[config.mk]
export PLATFORM = sky130hd
export DESIGN_NAME = mul_share_ctrl
export DESIGN_NICKNAME = d
export VERILOG_FILES = /design/src/rtl/mul_share_pkg.sv /design/src/rtl/mul_share_ctrl_rr_pick.sv /design/src/rtl/mul_share_ctrl.sv
export SDC_FILE = /design/constraint.sdc
export NUM_CORES = 1
export LEC_CHECK = 0
export ABC_AREA = 1
export BUFFER_PORTS_ARGS = -buffer_cell sky130_fd_sc_hd__buf_4
export CORE_ASPECT_RATIO = 1.5
export CORE_UTILIZATION = 50
export DETAILED_ROUTE_END_ITERATION = 16
export PLACE_DENSITY = 0.87
export SLEW_MARGIN = 30
export SYNTH_ARGS = -nofsm -noshare
export SYNTH_HDL_FRONTEND = slang
export SYNTH_SLANG_ARGS = --single-unit
[constraint.sdc]
create_clock -name CLK -period 7.04 [get_ports CLK]
set_clock_uncertainty 0.1 [all_clocks]
set_input_delay 1.408 -clock CLK [delete_from_list [all_inputs] [get_ports CLK]]
set_output_delay 1.408 -clock CLK [all_outputs]
set_load 0.01 [all_outputs]
[src/rtl/mul_share_pkg.sv]
// rtl/mul_share_pkg.sv - shared types and defaults for the multiplier-sharing controller
package mul_share_pkg;

  localparam int LEN_DEF  = 16;
  localparam int NREQ_DEF = 4;

  typedef enum logic [1:0] {
    IDLE  = 2'd0,
    ISSUE = 2'd1,
    WAIT  = 2'd2,
    RESP  = 2'd3
  } state_e;

endpackage

[src/rtl/mul_share_ctrl_rr_pick.sv]
// rtl/mul_share_ctrl_rr_pick.sv - combinational round-robin picker starting at ptr
module rr_pick #(
  parameter int NREQ = 4,
  parameter int PTRW = 2
) (
  input  logic [NREQ-1:0] req,
  input  logic [PTRW-1:0] ptr,
  output logic [NREQ-1:0] gnt,
  output logic [PTRW-1:0] idx
);

  logic [PTRW-1:0] cand;

  // Walk from the farthest slot back toward ptr so the nearest set bit wins.
  always_comb begin
    gnt  = '0;
    idx  = '0;
    cand = '0;
    for (int k = NREQ - 1; k >= 0; k--) begin
      cand = PTRW'((int'(ptr) + k) % NREQ);
      if (req[cand]) begin
        gnt       = '0;
        gnt[cand] = 1'b1;
        idx       = cand;
      end
    end
  end

endmodule

[src/rtl/mul_share_ctrl.sv]
// rtl/mul_share_ctrl.sv - round-robin front end sharing one sequential multiplier
module mul_share_ctrl
  import mul_share_pkg::*;
#(
  parameter int LEN  = LEN_DEF,
  parameter int NREQ = NREQ_DEF
) (
  input  logic                CLK,
  input  logic                RST,
  input  logic [NREQ-1:0]     REQ_VALID,
  output logic [NREQ-1:0]     REQ_READY,
  input  logic [NREQ*LEN-1:0] REQ_A,
  input  logic [NREQ*LEN-1:0] REQ_B,
  output logic [NREQ-1:0]     RSP_VALID,
  input  logic [NREQ-1:0]     RSP_READY,
  output logic [LEN-1:0]      RSP_Y,
  output logic                MUL_START,
  output logic [LEN-1:0]      MUL_A,
  output logic [LEN-1:0]      MUL_B,
  input  logic                MUL_DONE,
  input  logic [LEN-1:0]      MUL_Y
);

  localparam int PTRW = (NREQ > 1) ? $clog2(NREQ) : 1;

  state_e            state_q, state_d;
  logic [PTRW-1:0]   ptr_q, ptr_d;
  logic [PTRW-1:0]   grant_q, grant_d;
  logic [LEN-1:0]    mul_a_q, mul_a_d;
  logic [LEN-1:0]    mul_b_q, mul_b_d;
  logic [LEN-1:0]    rsp_y_q, rsp_y_d;

  logic [NREQ-1:0]   pick_gnt;
  logic [PTRW-1:0]   pick_idx;

  rr_pick #(
    .NREQ (NREQ),
    .PTRW (PTRW)
  ) u_pick (
    .req (REQ_VALID),
    .ptr (ptr_q),
    .gnt (pick_gnt),
    .idx (pick_idx)
  );

  always_comb begin
    state_d   = state_q;
    ptr_d     = ptr_q;
    grant_d   = grant_q;
    mul_a_d   = mul_a_q;
    mul_b_d   = mul_b_q;
    rsp_y_d   = rsp_y_q;
    REQ_READY = '0;
    RSP_VALID = '0;
    MUL_START = 1'b0;

    unique case (state_q)
      IDLE: begin
        if (|REQ_VALID) begin
          REQ_READY = pick_gnt;
          grant_d   = pick_idx;
          mul_a_d   = REQ_A[pick_idx*LEN +: LEN];
          mul_b_d   = REQ_B[pick_idx*LEN +: LEN];
          state_d   = ISSUE;
        end
      end
      ISSUE: begin
        MUL_START = 1'b1;
        state_d   = WAIT;
      end
      // DONE outside this state belongs to the previous job and is never looked at.
      WAIT: begin
        if (MUL_DONE) begin
          rsp_y_d = MUL_Y;
          state_d = RESP;
        end
      end
      RESP: begin
        RSP_VALID[grant_q] = 1'b1;
        if (RSP_READY[grant_q]) begin
          state_d = IDLE;
          ptr_d   = (grant_q == PTRW'(NREQ - 1)) ? '0 : grant_q + PTRW'(1);
        end
      end
      default: state_d = IDLE;
    endcase
  end

  always_ff @(posedge CLK) begin
    if (RST) begin
      state_q <= IDLE;
      ptr_q   <= '0;
      grant_q <= '0;
      mul_a_q <= '0;
      mul_b_q <= '0;
      rsp_y_q <= '0;
    end else begin
      state_q <= state_d;
      ptr_q   <= ptr_d;
      grant_q <= grant_d;
      mul_a_q <= mul_a_d;
      mul_b_q <= mul_b_d;
      rsp_y_q <= rsp_y_d;
    end
  end

  assign MUL_A = mul_a_q;
  assign MUL_B = mul_b_q;
  assign RSP_Y = rsp_y_q;

endmodule

# == Word level (Yosys, flattened, before mapping) ==
# Index checks and enable logic that the tools add are counted.
# word_totals
register_bits,54
input_bits,155
wordCells,77
# op_classes
add_sub_neg,4
magnitude_cmp,10
eq_ne,7
shifts,2
muxes,37
reduce_logical,11
# op_table
op,count
64-bit by 7-bit indexed part select with 16-bit output,2
4-bit two-way mux,7
2-bit two-way mux,8
"2-bit by 3-bit < comparator with 1-bit output, second input constant",5
1-bit two-way mux,11
1-bit binary-select mux with 2-bit select,5
1-bit demux with 2-bit select,5
"2-bit by 1-bit greater-or-equal comparator with 1-bit output, second input constant",5
2-bit case mux with 4 select lines,1
"2-bit equality test, second input constant",3
"2-bit != test, second input constant",3
2-bit AND reduction,3
1-bit logical AND,5
"2-bit by 1-bit adder with 2-bit output, second input constant",2
"2-bit adder, second input constant",2
4-bit OR reduction,1
3-bit AND reduction,1
"2-bit by 1-bit equality test with 1-bit output, second input constant",1
2-bit logical NOT,1

# == Logic depth before layout (Yosys ltp) ==
# Gate-level depths: netlist (run 1).
# depth
word_depth,11
mapped_depth,18
ltp_nobuf,15

# == Cells and area by module ==
# Synthesis (run 1) repeated with hierarchy kept, for this count alone.
# hier_totals
hier_cells,548
hier_area_um2,3618.5
# by_module_without_submodules
module,instances,cells_each,area_each_um2,seq_area_each_um2
mul_share_ctrl,1,465,3135.5,1081.0
rr_pick,1,83,483.0,0.0

# == Least setup slack after synthesis (run 1) ==
# No wires, ideal clock.
# synth_timing
path_kind,input port to output port
start,in REQ_VALID[3]
end,out REQ_READY[2]
arrival_time_ns,2.509
required_time_ns,5.532
path_slack_ns,3.023
path_stages,7
cell_sequence,inv_1 -> nand4_1 -> nand2_2 -> clkinv_1 -> clkbuf_1 -> o21ai_0 -> a31oi_1
# synth_between
elab_chain_len,8
# synth_rtl
element,line,source
"start, declared",mul_share_ctrl.sv:10,"input logic [NREQ-1:0] REQ_VALID,"
1-bit binary-select mux with 2-bit select,mul_share_ctrl_rr_pick.sv:21,if (req[cand]) begin
1-bit two-way mux (implied by the code),mul_share_ctrl_rr_pick.sv:21,
4-bit two-way mux (4 in series),mul_share_ctrl_rr_pick.sv:21,
4-bit two-way mux (*),mul_share_ctrl.sv:59,if (|REQ_VALID) begin
4-bit two-way mux (*),mul_share_ctrl.sv:57,unique case (state_q)
"end, declared",mul_share_ctrl.sv:11,"output logic [NREQ-1:0] REQ_READY,"
# Every way passes the cells marked *; elsewhere a longest branch is shown, timed or not. The select of a mux whose other input is x is not followed.

# == Worst setup path after layout (run 1) ==
# layout_timing
start,in REQ_VALID[3]
end,out REQ_READY[0]
# The elaborated chain is that of the path after synthesis.

==> impl_metrics.toml, run 1 <==
[status]
status = "complete, no violations"

[detailed_routing]
routed_wl_um = 12900
drtIter0Drc = 259
vias = 4794
firstDrtPassIters = 5
ant_nets = 0
drc_errors = 0
viasPerCell = 4.99
wl_per_cell_um = 13.4

[sta]
fin_crit_ps = 4340
period_share_pct = 61.6
finalSetupViolCount = 0
tns_ps = 0
rsz0062_at_grt = "false"
drv_slew = 0
finalHoldViolations = 0
maxSlewHeadroom_pct = 49.5
worst_pin_slew_ps = 756
max_freq_mhz = 231

[global_route]
grt_overflow = 0
grt_use_total_pct = 29.2
met3_usage_pct = 6.14
grt_busiest_layer = "met2"
met2_usage_pct = 53.6
grt_pass1_wl_um = 19600
gr-usage-met1_pct = 30.3
grt_pass1_vias = 4375
grt_max_degree = 76
antenna_found_initial = 0

[setup_path]
path_class = "in2out"
slowest_delay_ps = 440
crit_buf_inv = 4
r2r_setup_slack_ps = 3540
path_cells = "buf_4 > inv_1 > nand4_1 > nand2_2 > clkinv_1 > o21ai_0 > a21oi_1 > buf_4"
crit_slowest_cell = "nand2_2"
cp_top_family = "buffers and inverters"
path_common_cell = "buf_4"
end_kind = "primary output"
cp_max_fo = 22
crit_arrival_ps = 2830
cp-start-kind = "input pin"
cp.required_ps = 5530

[synthesis]
yosysTopAreaCellShare_pct = 26.4
synth.cell_area_sq_um = 4100
ys_types = 34
ys_warn_count = 0
synthesis.nets = 840
synth-seq-cells = 54
avgSynthCellArea_sq_um = 6.12
ys_top_cells_by_area = "dfxtp_1 (26%), nand3_1 (13%), nand2_1 (13%), inv_1 (11%), nor2_1 (7.2%)"
ys_seq_area_share_pct = 26.4
yosys.area.top_type = "dfxtp_1"
synth_cells = 669

[clock_tree]
post_cts.repair.setup_buffers = 0
postCtsResizedCells = 0
clockBufferDepth = 2
cts_num_sinks = 54
cts_tree = "built"
clk_pin_slew_worst_paths_ps = 80
ctsHtreeMaxLevel = 2
cts_root_buffer = "clkbuf_16"
ctsHoldBuffers = 0
clk-insertion-delay-late_ps = 280
cts_made_buffers = 5

[floorplanning]
chipWidth_um = 75.9
floorplan.initialDensity_pct = 51.5
ios = 212
fp-row-count = 40
core_sq_um = 7960
die-area_sq_um = 8560
dieHeight_um = 113

[min_path]
hold_path_class = "reg2reg"

[pwr]
fin_total_pwr_mw = 1.86
ir_drop_mv = 0.293
leakagePower_nw = 3.30
cellPowerDensity_nw_per_um2 = 324

[cells_and_area]
n_fill_cell = 702
final_cells = 960
final_cell_mix = "buf_4 (212), nand2_1 (138), inv_1 (121), nand3_1 (104), nor2_1 (79)"
drive_above_1_share_pct = 29.7
layout_commonest_cell = "buf_4"
antennaDiodeCount = 0
nNetsFinal = 1025
syn_to_final_growth_pct = 40.1

[place]
gp_congestion = 0.900
dp.cells = 952
port_buffers = 211
place_hpwl_um = 9910

[run]
maxCapViolations = 0
power by group:
| part | switching [mW] | leakage (nW) | internal, mW | total, mW |
|---|---|---|---|---|
| clock | 0.110 | 0.0740 | 0.134 | 0.244 |
| combinational | 0.668 | 2.78 | 0.453 | 1.12 |
| sequential | 0.0738 | 0.445 | 0.423 | 0.497 |
Yosys cell counts, drive strengths merged:
master and instances:
nand4 1, nor3 1, a211oi 1, nand2 155, nand3b 23, clkinv 2
nand2b 1, dfxtp 54, buf 22, inv 129, a31oi 1, ha 16
clkbuf 12, o22a 1, or2 1, nand3 109, nor2 81, o211ai 2
a21oi 18, o21ai 39
worst paths after layout:
check / from / endpoint / depth (start not counted)
setup / recovery: REQ_VALID[3] / REQ_READY[0] / 8
hold reg to reg: RSP_Y[11] / RSP_Y[11] / 2
hold / removal: RSP_Y[11] / RSP_Y[11] / 2
setup reg to reg: ptr_q[0] / MUL_B[11] / 15
cells by family (layout without fill, tap and decap cells):
group	Yosys count	count (layout)	synth area share, %
compound gates	62	62	7.88
simple gates	372	372	42.9
buf+inv	165	351	17.9
flops	54	54	26.4
fa+ha+maj	16	16	4.89
registers in the layout, indices dropped and copies added, names as in the netlist:
signal	count
ptr_q	2
MUL_B	16
RSP_Y	16
MUL_A	16
grant_q	2
state_q	2
area by class of cell:
type	instances	area (sq um)	share of cell area, %
Inverter	131	502	8.75
Sequential cell	54	1080	18.8
Clock inverter	3	26.3	0.458
Clock buffer	5	125	2.18
Tap cell	105	131	2.29
Multi-Input combinational cell	450	2280	39.7
Timing Repair Buffer	212	1590	27.7
per-stage QoR:
stage	cell area (sq um)	utilization [%]	worst slack, ps	hold WS (ps)
global route	5740	72.1	2610	414
CTS	5740	72.1	2730	392
finish	5740	72.1	2700	385
global placement	5590	70.2	2780	366
detailed placement	5590	70.2	2710	374
floorplan	4100	-	3020	411
worst reg2reg max path, cell delays in order (launching register included):
cell and delay (ps):
dfxtp_1 720, inv_6 120, ha_1 380, inv_1 110
nand3_2 100, nand2_2 120, inv_4 60, nand2_2 60
nand2_2 60, nand2_4 370, nand2_4 550, inv_2 340
nand2_1 80, nand3_1 90, nand2_1 60, nor2_1 100
layer usage:
metal	vias to the layer above	share of wire, %
li1	2433	-
met1	2134	37
met2	193	51
met3	34	7.6
met4	0	3.8
met5	-	0
(Power assumes the default switching activity.)
==> run 2, diff against run 1 <==
- CORE_UTILIZATION: 50 -> 42
- PLACE_DENSITY: 0.87 -> 0.78
- clock period: 7.04 -> 3.8 ns (I/O delays scaled with it)
==> impl_metrics.toml, run 2 (synthesis results as in run 1) <==
[setup_path]
path_class = "reg2out"
reg2reg_depth = 15
worstSetupEndpoint = "REQ_READY[3]"
path_cells = "inv_6 > ha_1 > inv_1 > nand3_2 > nand2_2 > inv_4 > or2_2 > a21oi_1 > a211oi_1 > buf_4"
worstSetupPathDepth = 10
crit_arrival_ps = 2490
cp.required_ps = 2940
r2r_setup_slack_ps = 770
cp-start-kind = "register"
cp_top_family = "flip-flops"
cp_max_fo = 12
reg2reg_from = "ptr_q[0]"
r2r_end = "MUL_B[11]"
crit_path_start = "ptr_q[0]"
crit_buf_inv = 4
crit_slowest_cell = "dfxtp_1"
end_kind = "primary output"
slowest_delay_ps = 680

[pwr]
cellPowerDensity_nw_per_um2 = 600
clockPowerShare_pct = 13.9
seqPwrFrac_pct = 26.5
power.internal_mw = 1.89
ir_drop_mv = 0.352
leakagePower_nw = 3.31
combPwrFrac_pct = 59.6
swShare_pct = 45.6
fin_total_pwr_mw = 3.47
power_switching_mw = 1.58

[detailed_routing]
firstDrtPassIters = 4
viasPerCell = 4.87
drtIter0Drc = 190
wl_per_cell_um = 12.9
drc_errors = 0
routed_wl_um = 12500
ant_nets = 0
vias = 4737

[floorplanning]
chipWidth_um = 82.6
fp-row-count = 43
dieHeight_um = 123
core_sq_um = 9360
ios = 212
floorplan.initialDensity_pct = 43.7
die-area_sq_um = 10200

[global_route]
grt_max_degree = 76
grt_pass1_vias = 4428
grt_overflow = 0
grt_pass1_wl_um = 18600
antenna_found_initial = 0
grt_use_total_pct = 23.6

[min_path]
min_path_cells = 2
worstHoldStart = "RSP_Y[4]"
hold_path_class = "reg2reg"

[sta]
fin_crit_ps = 3350
hold_slack_ps = 398
drv_slew = 0
finalSetupViolCount = 0
finalHoldViolations = 0
rsz0062_at_grt = "false"
maxSlewHeadroom_pct = 50.7
max_freq_mhz = 298
worst_pin_slew_ps = 739
tns_ps = 0
period_share_pct = 88.2

[place]
dp.cells = 964
place_hpwl_um = 9490
gp_congestion = 0.903
post_dp_cell_area_sq_um = 5630
port_buffers = 211

[cells_and_area]
syn_to_final_growth_pct = 41.2
fin_area_sq_um = 5780
nNetsFinal = 1030
drive_above_1_share_pct = 30.0
antennaDiodeCount = 0
final_cells = 972
layout_commonest_cell = "buf_4"
final_cell_mix = "buf_4 (217), nand2_1 (138), inv_1 (121), nand3_1 (104), nor2_1 (79)"

[run]
maxCapViolations = 0

[clock_tree]
postCtsResizedCells = 0
clk_pin_slew_worst_paths_ps = 80
post_cts.repair.setup_buffers = 0
cts_root_buffer = "clkbuf_16"
clk-insertion-delay-late_ps = 300
ctsHoldBuffers = 0
cts_made_buffers = 5
clockBufferDepth = 2
cts_tree = "built"
cts_num_sinks = 54
ctsHtreeMaxLevel = 2

[status]
status = "complete, no violations"
## run 2: changes by cell type in the layout (fill, tap and decap cells not counted), sizes merged
cell and change:
clkinv -1, buf +5, clkinvlp +1
## run 2: metrics by stage
stage	util, %	worst slack, ps
2_1_floorplan	-	1080
3_3_place_gp	60.2	866
3_5_place_dp	60.2	775
4_1_cts	61.8	439
5_1_grt	61.8	291
6_report	61.8	448
## run 2: worst min-delay path by stage
| stage | endpoint | slack (ps) |
|---|---|---|
| final | RSP_Y[4] | 400 |
| after CTS | RSP_Y[7] | 400 |
| after global routing | RSP_Y[1] | 430 |
| after floorplan | RSP_Y[10] | 410 |
| after detailed placement | RSP_Y[5] | 380 |
| after global placement | RSP_Y[7] | 360 |
## run 2: per-layer routing
metal	part of all wire (%)	global-route usage (%)	vias up
met5	0	0	-
li1	-	-	2436
met3	8.9	5.39	31
met4	3.4	10.8	0
met2	52	45.4	200
met1	35	23.2	2070
## run 2: cell type report
cell class | count | area, sq um
clock buffer | 5 | 125
clock inverter | 3 | 25.0
fill | 897 | 3580
inverter | 131 | 502
multi-input combinational | 450 | 2280
sequential | 54 | 1080
tap | 112 | 140
timing repair buffer | 217 | 1630
## run 2: worst reg2reg max path: stages, from the launching register on
cell	delay [ps]
dfxtp_1	680
inv_6	120
ha_1	370
inv_1	80
nand3_2	90
nand2_2	90
inv_4	100
nand2_2	50
nand2_2	70
nand2_4	50
nand2_4	570
inv_2	220
nand2_1	110
nand3_1	70
nand2_1	110
nor2_1	50
## run 2: power by group through the flow
stage	clock (mW)	combinational (mW)	sequential, mW
2_1_floorplan	0	1.33	0.999
3_3_place_gp	0	2.04	0.924
3_5_place_dp	0	2.08	0.931
4_1_cts	0.491	2.08	0.920
5_1_grt	0.510	2.32	0.946
6_report	0.482	2.07	0.919
==> run 3, diff against run 2 <==
- clock period: 3.8 -> 2.77 ns (I/O delays scaled with it)
==> impl_metrics.toml, run 3 (synthesis results as in run 1) <==
[global_route]
grt_busiest_layer = "met2"
met3_usage_pct = 6.20
grt_pass1_vias = 4503
met2_usage_pct = 46.8
grt_overflow = 0
gr-usage-met1_pct = 23.4
antenna_found_initial = 0
grt_use_total_pct = 24.0
grt_pass1_wl_um = 19100
grt_max_degree = 37

[clock_tree]
clk-insertion-delay-late_ps = 300
cts_root_buffer = "clkbuf_16"
ctsHtreeMaxLevel = 2
clk_pin_slew_worst_paths_ps = 80
clockBufferDepth = 2
cts_tree = "built"
cts_num_sinks = 54
cts_made_buffers = 5

[sta]
maxSlewHeadroom_pct = 64.5
finalHoldViolations = 0
max_freq_mhz = 374
tns_ps = 0
period_share_pct = 96.6
drv_slew = 0
worst_pin_slew_ps = 529
rsz0062_at_grt = "false"
hold_slack_ps = 386
finalSetupViolCount = 0
fin_crit_ps = 2670

[setup_path]
crit_slowest_cell = "dfxtp_2"
crit_path_start = "ptr_q[0]"
end_kind = "primary output"
reg2reg_from = "ptr_q[0]"
cp-start-kind = "register"
path_class = "reg2out"
crit_arrival_ps = 2020
cp_max_fo = 9
cp.required_ps = 2120
slowest_delay_ps = 380
path_cells = "inv_6 > ha_4 > inv_1 > nand3_2 > nand2_4 > inv_4 > or2_2 > a21oi_1 > a211oi_1 > buf_4"

[detailed_routing]
vias = 4862
firstDrtPassIters = 4
viasPerCell = 4.97
wl_per_cell_um = 12.7
ant_nets = 0
routed_wl_um = 12500
drc_errors = 0
drtIter0Drc = 225

[place]
gp_congestion = 0.860
post_dp_cell_area_sq_um = 5710
dp.cells = 970
port_buffers = 211
place_hpwl_um = 9830

[cells_and_area]
nNetsFinal = 1037
drive_above_1_share_pct = 30.9
final_cell_mix = "buf_4 (220), nand2_1 (138), inv_1 (121), nand3_1 (104), nor2_1 (79)"
fin_area_sq_um = 5900
utilization_pct = 63.0
antennaDiodeCount = 0
syn_to_final_growth_pct = 44.1
layout_commonest_cell = "buf_4"
final_cells = 979

[pwr]
power_switching_mw = 2.20
seqPwrFrac_pct = 25.5
cellPowerDensity_nw_per_um2 = 830
ir_drop_mv = 0.486
clockPowerShare_pct = 13.6
power.internal_mw = 2.70
leakagePower_nw = 3.37
combPwrFrac_pct = 61.0
swShare_pct = 44.8

[floorplanning]
chipWidth_um = 82.6
floorplan.initialDensity_pct = 43.7
ios = 212
dieHeight_um = 123
core_sq_um = 9360
die-area_sq_um = 10200
fp-row-count = 43

[status]
status = "complete, no violations"

[run]
maxCapViolations = 0

[min_path]
worstHoldStart = "REQ_A[63]"
hold_path_class = "in2reg"
[run 3: per-stage QoR]
stage | total power [mW] | worst slack, ps
2_1_floorplan | 3.19 | 399
3_3_place_gp | 4.17 | 235
6_report | 4.90 | 95.0
4_1_cts | 4.92 | 6.57
5_1_grt | 5.32 | 6.50
3_5_place_dp | 4.24 | 131
[run 3: final timing paths]
check                 end  slack, ps  cells past startpoint
min             MUL_A[15]        390                      3
min reg2reg      RSP_Y[2]        390                      2
max          REQ_READY[3]        100                     10
max reg2reg     MUL_B[11]        520                     13
[run 3: metal layers]
metal | routed length (um) | vias to the layer above
li1 | - | 2454
met1 | 4460 | 2184
met2 | 6680 | 196
met3 | 1020 | 28
met4 | 306 | 0
met5 | 0 | -
[run 3: power groups by stage]
| stage | clock network (mW) | logic (mW) | registers [mW] |
|---|---|---|---|
| 2_1_floorplan | 0 | 1.82 | 1.37 |
| 3_5_place_dp | 0 | 2.97 | 1.27 |
| 5_1_grt | 0.709 | 3.32 | 1.29 |
| 6_report | 0.664 | 2.99 | 1.25 |
| 4_1_cts | 0.681 | 2.99 | 1.25 |
| 3_3_place_gp | 0 | 2.92 | 1.26 |
[run 3: timing repair]
item	4_1_cts	5_1_grt
pin swaps	0	0
endpoints found under the setup margin	4	3
hold buffers	0	0
gates resized for setup	3	4
buffers inserted	1	0
[run 3: worst max-delay path, delay by kind of cell (launching register included)]
kind            cells  cell delay (ps)
simple gates        3              500
fa+ha+maj           1              250
buf+inv             4              370
flops               1              380
compound gates      2              220
[run 3: final cells by class]
class	instances	area [sq um]
Multi-Input combinational cell	450	2300
Clock buffer	5	125
Tap cell	112	140
Timing Repair Buffer	224	1720
Sequential cell	54	1090
Fill cell	883	3460
Clock inverter	3	26.3
Inverter	131	504
